### config.mk
export PLATFORM = sky130hd
export DESIGN_NAME = choose_grid_cursor_flat
export DESIGN_NICKNAME = d
export VERILOG_FILES = /design/src/rtl/choose_grid_cursor_if.sv /design/src/rtl/choose_grid_cursor.sv /design/src/flat_wrapper.sv
export SDC_FILE = /design/constraint.sdc
export NUM_CORES = 1
export LEC_CHECK = 0
export BUFFER_PORTS_ARGS = -buffer_cell sky130_fd_sc_hd__buf_2
export CAP_MARGIN = 25
export CORE_MARGIN = 5
export CORE_UTILIZATION = 57
export CTS_BUF_LIST = sky130_fd_sc_hd__clkbuf_16
export CTS_CLUSTER_SIZE = 20
export DETAILED_ROUTE_END_ITERATION = 8
export GPL_TIMING_DRIVEN = 0
export PLACE_DENSITY = 0.81
export SYNTH_ARGS = -nofsm -noshare
export SYNTH_HDL_FRONTEND = slang
export SYNTH_SLANG_ARGS = --single-unit
### constraint.sdc
create_clock -name clk -period 3.1 [get_ports clk]
set_clock_uncertainty 0.15 [all_clocks]
set_input_delay 0.62 -clock clk [delete_from_list [all_inputs] [get_ports clk]]
set_output_delay 0.62 -clock clk [all_outputs]
set_load 0.005 [all_outputs]
### src/rtl/choose_grid_cursor_if.sv
// Selection handoff channel between the choose screen and the game FSM.
// Latency: pure wiring, no storage.
// Backpressure: producer holds sel_valid/sel_id until the consumer raises sel_ack.
interface choose_grid_cursor_if #(
    parameter int ID_W = 8
) ();
    logic            sel_valid;
    logic [ID_W-1:0] sel_id;
    logic            sel_ack;

    modport master (output sel_valid, output sel_id, input sel_ack);
    modport slave  (input sel_valid, input sel_id, output sel_ack);
endinterface

### src/rtl/choose_grid_cursor.sv
// Selection-screen grid cursor: button moves, lock/commit, id handoff, pixel colour.
// Latency: cursor/state 1 clk after a button pulse; vga_data 1 clk after h_cnt/v_cnt.
// Backpressure: committed id is held on sel_if until sel_ack; buttons ignored meanwhile.
module choose_grid_cursor #(
    parameter int          ROWS    = 2,
    parameter int          COLS    = 4,
    parameter int          ID_W    = 8,
    parameter int          CNT_W   = 10,
    parameter int          X0      = 40,
    parameter int          Y0      = 50,
    parameter int          X_PITCH = 120,
    parameter int          Y_PITCH = 200,
    parameter int          CELL_W  = 40,
    parameter int          CELL_H  = 40,
    parameter int          FRAME_T = 2,
    parameter int          BLINK_W = 24,
    parameter logic [11:0] C_BG    = 12'h878,
    parameter logic [11:0] C_CELL  = 12'h555,
    parameter logic [11:0] C_CUR   = 12'hdd3,
    parameter logic [11:0] C_FRAME = 12'hfff,
    parameter logic [11:0] C_LOCK  = 12'hf40
) (
    input  logic              clk,
    input  logic              rst_n,
    input  logic              en,
    input  logic              btn_up,
    input  logic              btn_down,
    input  logic              btn_left,
    input  logic              btn_right,
    input  logic              btn_ok,
    input  logic              btn_back,
    input  logic [CNT_W-1:0]  h_cnt,
    input  logic [CNT_W-1:0]  v_cnt,
    output logic [11:0]       vga_data,
    output logic [ID_W-1:0]   cursor_id,
    output logic              locked,
    choose_grid_cursor_if.master sel_if
);
    localparam int RW = (ROWS > 1) ? $clog2(ROWS) : 1;
    localparam int CW = (COLS > 1) ? $clog2(COLS) : 1;
    // Two guard bits so cell edges plus frame never wrap.
    localparam int PW = CNT_W + 2;

    typedef enum logic [1:0] {
        BROWSE  = 2'd0,
        LOCKED  = 2'd1,
        HANDOFF = 2'd2
    } state_t;

    state_t             state_q, state_d;
    logic [RW-1:0]      row_q, row_d;
    logic [CW-1:0]      col_q, col_d;
    logic               sel_valid_q, sel_valid_d;
    logic [ID_W-1:0]    sel_id_q, sel_id_d;
    logic [BLINK_W-1:0] blink_q, blink_d;
    logic [11:0]        vga_q, vga_d;

    logic [PW-1:0]      hx, vy, cx0, cy0;
    logic               in_int, in_box, cur_int, cur_box, any_cell;

    assign cursor_id        = ID_W'(int'(row_q) * COLS + int'(col_q) + 1);
    assign locked           = (state_q == LOCKED);
    assign vga_data         = vga_q;
    assign sel_if.sel_valid = sel_valid_q;
    assign sel_if.sel_id    = sel_id_q;

    // Next-state: selection FSM, cursor moves with fixed button priority, blink counter.
    always_comb begin
        state_d     = state_q;
        row_d       = row_q;
        col_d       = col_q;
        sel_valid_d = sel_valid_q;
        sel_id_d    = sel_id_q;
        blink_d     = blink_q + BLINK_W'(1);
        case (state_q)
            BROWSE: begin
                if (en) begin
                    if (btn_ok) begin
                        state_d = LOCKED;
                    end else if (!btn_back) begin
                        // back outranks moves, so a back pulse swallows any move in the same clk
                        if (btn_up)
                            row_d = (row_q == '0) ? RW'(ROWS - 1) : row_q - RW'(1);
                        else if (btn_down)
                            row_d = (row_q == RW'(ROWS - 1)) ? '0 : row_q + RW'(1);
                        else if (btn_left)
                            col_d = (col_q == '0) ? CW'(COLS - 1) : col_q - CW'(1);
                        else if (btn_right)
                            col_d = (col_q == CW'(COLS - 1)) ? '0 : col_q + CW'(1);
                    end
                end
            end
            LOCKED: begin
                if (en) begin
                    if (btn_ok) begin
                        state_d     = HANDOFF;
                        sel_valid_d = 1'b1;
                        sel_id_d    = cursor_id;
                    end else if (btn_back) begin
                        state_d = BROWSE;
                    end
                end
            end
            HANDOFF: begin
                // the handshake completes even with the scene disabled
                if (sel_if.sel_ack) begin
                    state_d     = BROWSE;
                    sel_valid_d = 1'b0;
                end
            end
            default: state_d = BROWSE;
        endcase
        if (state_d == LOCKED && state_q != LOCKED)
            blink_d = '0;
    end

    // Pixel colour: scan every cell for hit tests, then apply the layer priority.
    always_comb begin
        hx       = PW'(h_cnt);
        vy       = PW'(v_cnt);
        cx0      = '0;
        cy0      = '0;
        in_int   = 1'b0;
        in_box   = 1'b0;
        cur_int  = 1'b0;
        cur_box  = 1'b0;
        any_cell = 1'b0;
        for (int r = 0; r < ROWS; r++) begin
            for (int c = 0; c < COLS; c++) begin
                cx0    = PW'(X0 + c * X_PITCH);
                cy0    = PW'(Y0 + r * Y_PITCH);
                in_int = (hx > cx0) && (hx < cx0 + PW'(CELL_W)) &&
                         (vy > cy0) && (vy < cy0 + PW'(CELL_H));
                // frame box grown by FRAME_T on each side; add on the left to avoid underflow
                in_box = (hx + PW'(FRAME_T) > cx0) && (hx < cx0 + PW'(CELL_W + FRAME_T)) &&
                         (vy + PW'(FRAME_T) > cy0) && (vy < cy0 + PW'(CELL_H + FRAME_T));
                if (RW'(r) == row_q && CW'(c) == col_q) begin
                    cur_int = in_int;
                    cur_box = in_box;
                end else if (in_int) begin
                    any_cell = 1'b1;
                end
            end
        end
        if (cur_int)
            vga_d = (locked && blink_q[BLINK_W-1]) ? C_LOCK : C_CUR;
        else if (cur_box)
            vga_d = C_FRAME;
        else if (any_cell)
            vga_d = C_CELL;
        else
            vga_d = C_BG;
    end

    // State register; reset drops sel_valid immediately, mid-handshake included.
    always_ff @(posedge clk or negedge rst_n) begin
        if (!rst_n) begin
            state_q     <= BROWSE;
            row_q       <= '0;
            col_q       <= '0;
            sel_valid_q <= 1'b0;
            sel_id_q    <= '0;
            blink_q     <= '0;
            vga_q       <= C_BG;
        end else begin
            state_q     <= state_d;
            row_q       <= row_d;
            col_q       <= col_d;
            sel_valid_q <= sel_valid_d;
            sel_id_q    <= sel_id_d;
            blink_q     <= blink_d;
            vga_q       <= vga_d;
        end
    end
endmodule
### src/flat_wrapper.sv
// flat-port wrapper written by rule: the top's interface ports become plain ports
module choose_grid_cursor_flat 
#(
    parameter int          ROWS    = 2,
    parameter int          COLS    = 4,
    parameter int          ID_W    = 8,
    parameter int          CNT_W   = 10,
    parameter int          X0      = 40,
    parameter int          Y0      = 50,
    parameter int          X_PITCH = 120,
    parameter int          Y_PITCH = 200,
    parameter int          CELL_W  = 40,
    parameter int          CELL_H  = 40,
    parameter int          FRAME_T = 2,
    parameter int          BLINK_W = 24,
    parameter logic [11:0] C_BG    = 12'h878,
    parameter logic [11:0] C_CELL  = 12'h555,
    parameter logic [11:0] C_CUR   = 12'hdd3,
    parameter logic [11:0] C_FRAME = 12'hfff,
    parameter logic [11:0] C_LOCK  = 12'hf40
)
  (clk, rst_n, en, btn_up, btn_down, btn_left, btn_right, btn_ok, btn_back, h_cnt, v_cnt, vga_data, cursor_id, locked, sel_if_sel_valid, sel_if_sel_id, sel_if_sel_ack);
  choose_grid_cursor_if #(.ID_W(ID_W)) sel_if_i ();
  input  logic clk;
  input  logic rst_n;
  input  logic en;
  input  logic btn_up;
  input  logic btn_down;
  input  logic btn_left;
  input  logic btn_right;
  input  logic btn_ok;
  input  logic btn_back;
  input  logic [CNT_W-1:0] h_cnt;
  input  logic [CNT_W-1:0] v_cnt;
  output logic [11:0] vga_data;
  output logic [ID_W-1:0] cursor_id;
  output logic locked;
  output wire logic [$bits(sel_if_i.sel_valid)-1:0] sel_if_sel_valid;
  output wire logic [$bits(sel_if_i.sel_id)-1:0] sel_if_sel_id;
  input wire logic [$bits(sel_if_i.sel_ack)-1:0] sel_if_sel_ack;
  assign sel_if_sel_valid = sel_if_i.sel_valid;
  assign sel_if_sel_id = sel_if_i.sel_id;
  assign sel_if_i.sel_ack = sel_if_sel_ack;
  choose_grid_cursor #(.ROWS(ROWS), .COLS(COLS), .ID_W(ID_W), .CNT_W(CNT_W), .X0(X0), .Y0(Y0), .X_PITCH(X_PITCH), .Y_PITCH(Y_PITCH), .CELL_W(CELL_W), .CELL_H(CELL_H), .FRAME_T(FRAME_T), .BLINK_W(BLINK_W), .C_BG(C_BG), .C_CELL(C_CELL), .C_CUR(C_CUR), .C_FRAME(C_FRAME), .C_LOCK(C_LOCK)) u_core (.clk(clk), .rst_n(rst_n), .en(en), .btn_up(btn_up), .btn_down(btn_down), .btn_left(btn_left), .btn_right(btn_right), .btn_ok(btn_ok), .btn_back(btn_back), .h_cnt(h_cnt), .v_cnt(v_cnt), .vga_data(vga_data), .cursor_id(cursor_id), .locked(locked), .sel_if(sel_if_i));
endmodule
After elaboration in Yosys (flattened, before gate mapping)
Index checks and enable logic that the tools add are counted.
- input port bits: 30
- register bits: 50
- logic and storage cells: 171
- eq/ne operators: 11
- reduce and logical (&&, ||, !) cells: 59
- $add $sub $neg: 9
- bitwise logic cells: 5
- magnitude comparators: 24
- muxes and demuxes: 56
- operator list (cell ; count):
    10-bit by 9-bit < comparator with 1-bit output, second input constant ; 6
    1-bit logical AND ; 50
    10-bit by 7-bit < comparator with 1-bit output, second input constant ; 4
    1-bit two-way mux ; 39
    12-bit two-way mux ; 3
    24-bit by 1-bit adder with 24-bit output, second input constant ; 1
    12-bit by 6-bit greater-than comparator with 1-bit output, second input constant ; 2
    12-bit by 8-bit greater-than comparator with 1-bit output, second input constant ; 2
    12-bit by 9-bit greater-than comparator with 1-bit output, second input constant ; 2
    24-bit two-way mux ; 1
    10-bit by 2-bit adder with 11-bit output, second input constant ; 2
    10-bit by 6-bit greater-than comparator with 1-bit output, second input constant ; 2
    10-bit by 8-bit greater-than comparator with 1-bit output, second input constant ; 2
    10-bit by 9-bit greater-than comparator with 1-bit output, second input constant ; 2
    10-bit by 8-bit < comparator with 1-bit output, second input constant ; 2
    2-bit two-way mux ; 10
    10-bit two-way mux ; 1
    8-bit by 2-bit adder with 8-bit output, second input constant ; 1
    7-bit AND reduction ; 1
    2-bit inequality test, second input constant ; 3
    2-bit case mux with 3 select lines ; 1
    2-bit nonzero test ; 3
    1-bit inverter ; 5
    5-bit AND reduction ; 1
    14 further kinds ; 18

Logic depth before layout (Yosys ltp)
- depth after elaboration: 23
- gate-level depth with buffers: 11
- mapped depth without buffers: 10

Least setup slack after synthesis
OpenSTA, ideal clock, no wires.
- kind: input-to-reg
- start: input port h_cnt[2]
- end: register u_core.vga_q[0], in the netlist u_core.vga_data[0]
- stages: 11
- buffers on the path: 1
- arrival: 2.573 ns
- slack: 0.240 ns
- data required time: 2.813 ns
- path through: buf_2 -> inv_1 -> ha_1 -> nand2b_1 -> nor3_1 -> or4_4 -> a21o_1 -> a221oi_2 -> a41oi_2 -> nand3b_4 -> a21boi_1
- longest elaborated chain between the ends: 23
- ends and longest elaborated chain (what ; RTL line ; text):
    start: declaration ; flat_wrapper.sv:33 ; input logic [CNT_W-1:0] h_cnt;
    10-bit by 6-bit greater-than comparator with 1-bit output / 10-bit by 7-bit < comparator with 1-bit output (equally long branches) ; choose_grid_cursor.sv:132 ; in_int = (hx > cx0) && (hx < cx0 + PW'(CELL_W)) &&
    1-bit logical AND (2 in a row) ; choose_grid_cursor.sv:132 ;
    1-bit logical AND ; choose_grid_cursor.sv:133 ; (vy > cy0) && (vy < cy0 + PW'(CELL_H));
    1-bit two-way mux ; choose_grid_cursor.sv:140 ; end else if (in_int) begin
    1-bit two-way mux ; choose_grid_cursor.sv:137 ; if (RW'(r) == row_q && CW'(c) == col_q) begin
    1-bit two-way mux ; choose_grid_cursor.sv:140 ;
    1-bit two-way mux ; choose_grid_cursor.sv:137 ;
    1-bit two-way mux ; choose_grid_cursor.sv:140 ;
    (+7 left out) ; -- ;
    1-bit two-way mux ; choose_grid_cursor.sv:140 ;
    1-bit two-way mux ; choose_grid_cursor.sv:137 ;
    1-bit two-way mux ; choose_grid_cursor.sv:140 ;
    1-bit two-way mux ; choose_grid_cursor.sv:137 ;
    12-bit two-way mux ; choose_grid_cursor.sv:149 ; else if (any_cell)
    12-bit two-way mux ; choose_grid_cursor.sv:147 ; else if (cur_box)
    12-bit two-way mux * ; choose_grid_cursor.sv:145 ; if (cur_int)
    net u_core.vga_d[0] ; choose_grid_cursor.sv:56 ; logic [11:0] vga_q, vga_d;
    end signal: assignment ; choose_grid_cursor.sv:172 ; vga_q <= vga_d;
    end: declaration ; choose_grid_cursor.sv:56 ;
Mark *: on every way through the listed nets, which the timed path passes. The rest lies on a longest branch.
A chain may end at the register's enable or synchronous reset.

Worst setup path after layout
- start: input port h_cnt[1]
- end: register u_core.vga_q[7], in the netlist u_core.vga_data[7]
- longest elaborated chain between the ends: 15
- ends and longest elaborated chain (what ; RTL line ; text):
    10-bit by 2-bit adder with 11-bit output ; choose_grid_cursor.sv:135 ; in_box = (hx + PW'(FRAME_T) > cx0) && (hx < cx0 + PW'(CELL_W + FRAME_T)) &&
    12-bit by 6-bit greater-than comparator with 1-bit output ; choose_grid_cursor.sv:135 ;
    1-bit logical AND (2 in a row) ; choose_grid_cursor.sv:135 ;
    1-bit logical AND ; choose_grid_cursor.sv:136 ; (vy + PW'(FRAME_T) > cy0) && (vy < cy0 + PW'(CELL_H + FRAME_T));
    1-bit two-way mux (8 in a row) ; choose_grid_cursor.sv:137 ;
    12-bit two-way mux ; choose_grid_cursor.sv:147 ;
    12-bit two-way mux * ; choose_grid_cursor.sv:145 ;
Mark *: on every way between the ends. The rest lies on a longest branch, timed or not.

==> run_results.csv <==
group,metric,value,unit
worst_setup_path,timing.critical_path.depth,12,
global_routing,pin_count_of_the_biggest_net_entering_global_routing,43,
worst_setup_path,crit_required,3.11,ns
worst_setup_path,critPathSlowestCell,"o31ai_1",
clock_network,cts_setup_buffers,0,
floorplan,fp-row-count,28,
synth,syn-instance-count,402,
place,dpl.cell_count,528,
sta,finalSetupViolations,0,
global_routing,grt_pass1_vias,2959,
worst_setup_path,critPathBufInv,3,
floorplan,effective_utilization_at_floorplan,58.13,%
sta,drv_slew,0,
pwr,leakage,1.762,nW
sta,max-slew-margin-rel,40.57,%
place,gp_congestion,0.9059,
status,run_status,"finished clean",
floorplan,die_width,87.24,um
synth,postSynthRegisterBits,42,
sta,report.final.hold_viol_count,0,
sta,rsz0062_at_grt,"false",
cells_and_area,final_cells,537,
floorplan,io_pins,60,
synth,seq_area_frac_synth,31.02,%
sta,final_critical_delay_including_setup_and_external_delays,2.908,ns
worst_setup_path,kind_of_critical_path,"input port to flip-flop",
synth,synth_most_common_cell,"nor2_1",
detailed_routing,detail_route.wl_per_cell,14.39,um
detailed_routing,drcViolationCount,0,
clock_network,clock_tree_from_tritoncts,"yes",
worst_setup_path,kind_of_cell_adding_the_most_delay_to_the_critical_path,"compound AO/OA/AOI/OAI gates",
synth,synth_commonest_cells,"nor2_1, dfrtp_1, nand2_1, nand3_1, o21ai_0",
pwr,p_per_area,520.2,mW/mm2
worst_setup_path,crit_path_start_kind,"input port",
detailed_routing,antenna_violating_nets_post_route,0,
global_routing,initial_antenna_violation_count,0,
worst_setup_path,critical_path_maximum_fanout,8,
synth,synth_flop_cell,"dfrtp_1",
pwr,vdd.ir_drop.worst,0.4062,mV
synth,synth_top_cells_by_area,"dfrtp_1, nor2_1, ha_1",
synth,synth_top_cell_area_share,28.70,%
cells_and_area,layout-drive-gt1-share,22.94,%
synth,syn_area_per_cell,8.460,um2
place,post-dp-hpwl,5881,um
flow_run,maximum_capacitance_violations,0,
sta,final_min_period_over_clock_period,93.82,%
clock_network,numCtsBuffers,5,
sta,worst-slew-pin-transition,0.8915,ns
sta,timing_limited_maximum_frequency,343.8,MHz
clock_network,worst_skew_pair_latency,0.28,ns
synth,yosys_warnings,0,
min_path,hp-class,"input port to async pin",
global_routing,grt_first_pass_wirelength,13140,um
clock_network,register_clock_pin_slew_on_the_reported_worst_setup_and_hold_paths,0.06,ns
worst_setup_path,cp_slowest_stage_delay,0.42,ns
clock_network,htree_levels,2,
synth,synth_edf_count,0,
cells_and_area,antenna-diode-count,0,
global_routing,grt_overflow,0,
clock_network,cts_root_buffer,"clkbuf_16",
clock_network,cts_resized,0,
floorplan,die-area,0.007611,mm2
floorplan,design.core.area,0.005851,mm2
sta,finalHoldWorstSlack,0.3065,ns
worst_setup_path,arrival,2.92,ns
synth,ys_async_sr_fraction,100.0,%
floorplan,chipHeight,87.24,um
synth,synth.distinct_cells,79,
cells_and_area,finish.net_count,503,
detailed_routing,detailedRoute.firstPassIterationCount,4,
detailed_routing,via_per_instance_ratio,5.814,
detailed_routing,drt_iter0_drc,137,
synth,post_synth_instance_area,0.003401,mm2
synth,post-synth-top-area-cell,"dfrtp_1",
detailed_routing,detail_route.wirelength,7726,um
place,io_buffer_count,44,
global_routing,grt_usage,20.87,%
cells_and_area,syn2layout_area_growth,14.42,%
clock_network,cts-hold-fix-buffers,0,
worst_setup_path,ff2ff_path_depth,9,
detailed_routing,vias,3122,
worst_setup_path,crit_path_cell_trace,"buf_2 -> ha_1 -> clkbuf_1 -> nand2_1 -> o41ai_2 -> o21ai_1 -> o31ai_1 -> or2_2 -> o211ai_1 -> a211oi_2 -> buf_4 -> a21boi_1",
clock_network,clock_tree.buffer_depth,2,
worst_setup_path,endpoint_kind,"flip-flop",
clock_network,tritoncts_num_sinks,42,
[power breakdown]
group	total [mW]	internal (mW)	switching [mW]
logic	0.792	0.333	0.459
clock network	0.496	0.295	0.201
registers	0.736	0.651	0.0850
total	2.02	1.28	0.745
[cell type report]
class / count / area, um2
multi-input cells: 316 / 2085
fillers: 469 / 1959
flip-flops and latches: 42 / 1055
repair buffers: 45 / 227.7
plain buffers: 32 / 215.2
clock buffers: 5 / 125.1
well taps: 75 / 93.84
inverters: 19 / 72.57
clock inverters: 3 / 17.52
[stage by stage]
step                      utilization [%]  setup WS (ns)  power [mW]  TNS [ns]  cell area (um2)
after floorplan                         -         0.2398       1.272         0             3427
after global placement              63.94        -0.1094       1.498   -0.4418             3741
after detailed placement            63.94        -0.1267       1.530   -0.5285             3741
after CTS                           66.38         0.1699       2.034         0             3884
after global routing                66.51        0.05377       2.168         0             3891
final                               66.51         0.1916       2.024         0             3891
[path summary, 6_finish.rpt]
path,startpoint,end,slack [ns]
setup / recovery,h_cnt[1],u_core.vga_data[7],0.19
hold / removal,rst_n,u_core.blink_q[16],0.31
setup reg to reg,u_core.col_q[0],u_core.vga_data[7],0.44
hold reg to reg,u_core.sel_if.sel_id[2],u_core.sel_if.sel_id[2],0.34
max in group asynchronous,rst_n,u_core.col_q[0],1.93
min in group clk,u_core.sel_if.sel_id[2],u_core.sel_if.sel_id[2],0.34
[worst reg2reg max path: cells and delay by family, from the launching register on]
kind / cells / cell delay [ns]
AO/OA/AOI/OAI: 3 / 0.55
buffers and inverters: 2 / 0.26
AND/OR/NAND/NOR: 3 / 0.82
adder cells (fa/ha/maj): 1 / 0.30
flip-flops: 1 / 0.44
[placed cells by master, fill, tap and decap left out, types with 6 or more instances in the layout]
| cell | synthesis | layout |
|---|---|---|
| a21oi_1 | 15 | 15 |
| xor2_1 | 15 | 15 |
| ha_1 | 12 | 12 |
| o211ai_1 | 6 | 6 |
| dfrtp_1 | 39 | 39 |
| and3_1 | 7 | 7 |
| nand3_1 | 26 | 26 |
| nand2_1 | 29 | 29 |
| nand4_1 | 6 | 6 |
| clkbuf_1 | 8 | 8 |
| inv_1 | 16 | 17 |
| o21ai_0 | 22 | 22 |
| xnor2_1 | 11 | 11 |
| nor2_1 | 41 | 41 |
| nor2b_1 | 9 | 9 |
| buf_2 | 4 | 48 |
| conb_1 | 2 | 9 |
| nor3_1 | 14 | 14 |
| buf_4 | 16 | 17 |
[metal layers]
metal	up-vias	part of all wire [%]	track usage, %
li1	1552	-	-
met1	1459	46	29.24
met2	101	46	33.29
met3	10	6.7	3.784
met4	0	0.93	5.300
met5	-	0	0
[kinds of logic after synthesis]
kind of cell | Yosys count | share of synthesized area [%]
adders and majority gates | 12 | 4.415
other | 2 | 0.2208
muxes | 3 | 1.104
DFF | 42 | 31.02
AOI/OAI and AO/OA | 94 | 20.24
buffers and inverters | 51 | 8.462
and+or+nand+nor | 172 | 27.85
xor gates and xnor gates | 26 | 6.696
[registers in the layout, indices dropped and copies added (netlist names)]
name / flops
u_core.blink_q: 24
u_core.sel_if.sel_valid: 1
u_core.col_q: 2
u_core.row_q: 1
u_core.sel_if.sel_id: 4
u_core.vga_data: 8
u_core.state_q: 2
Power figures use the tool's default switching activity.
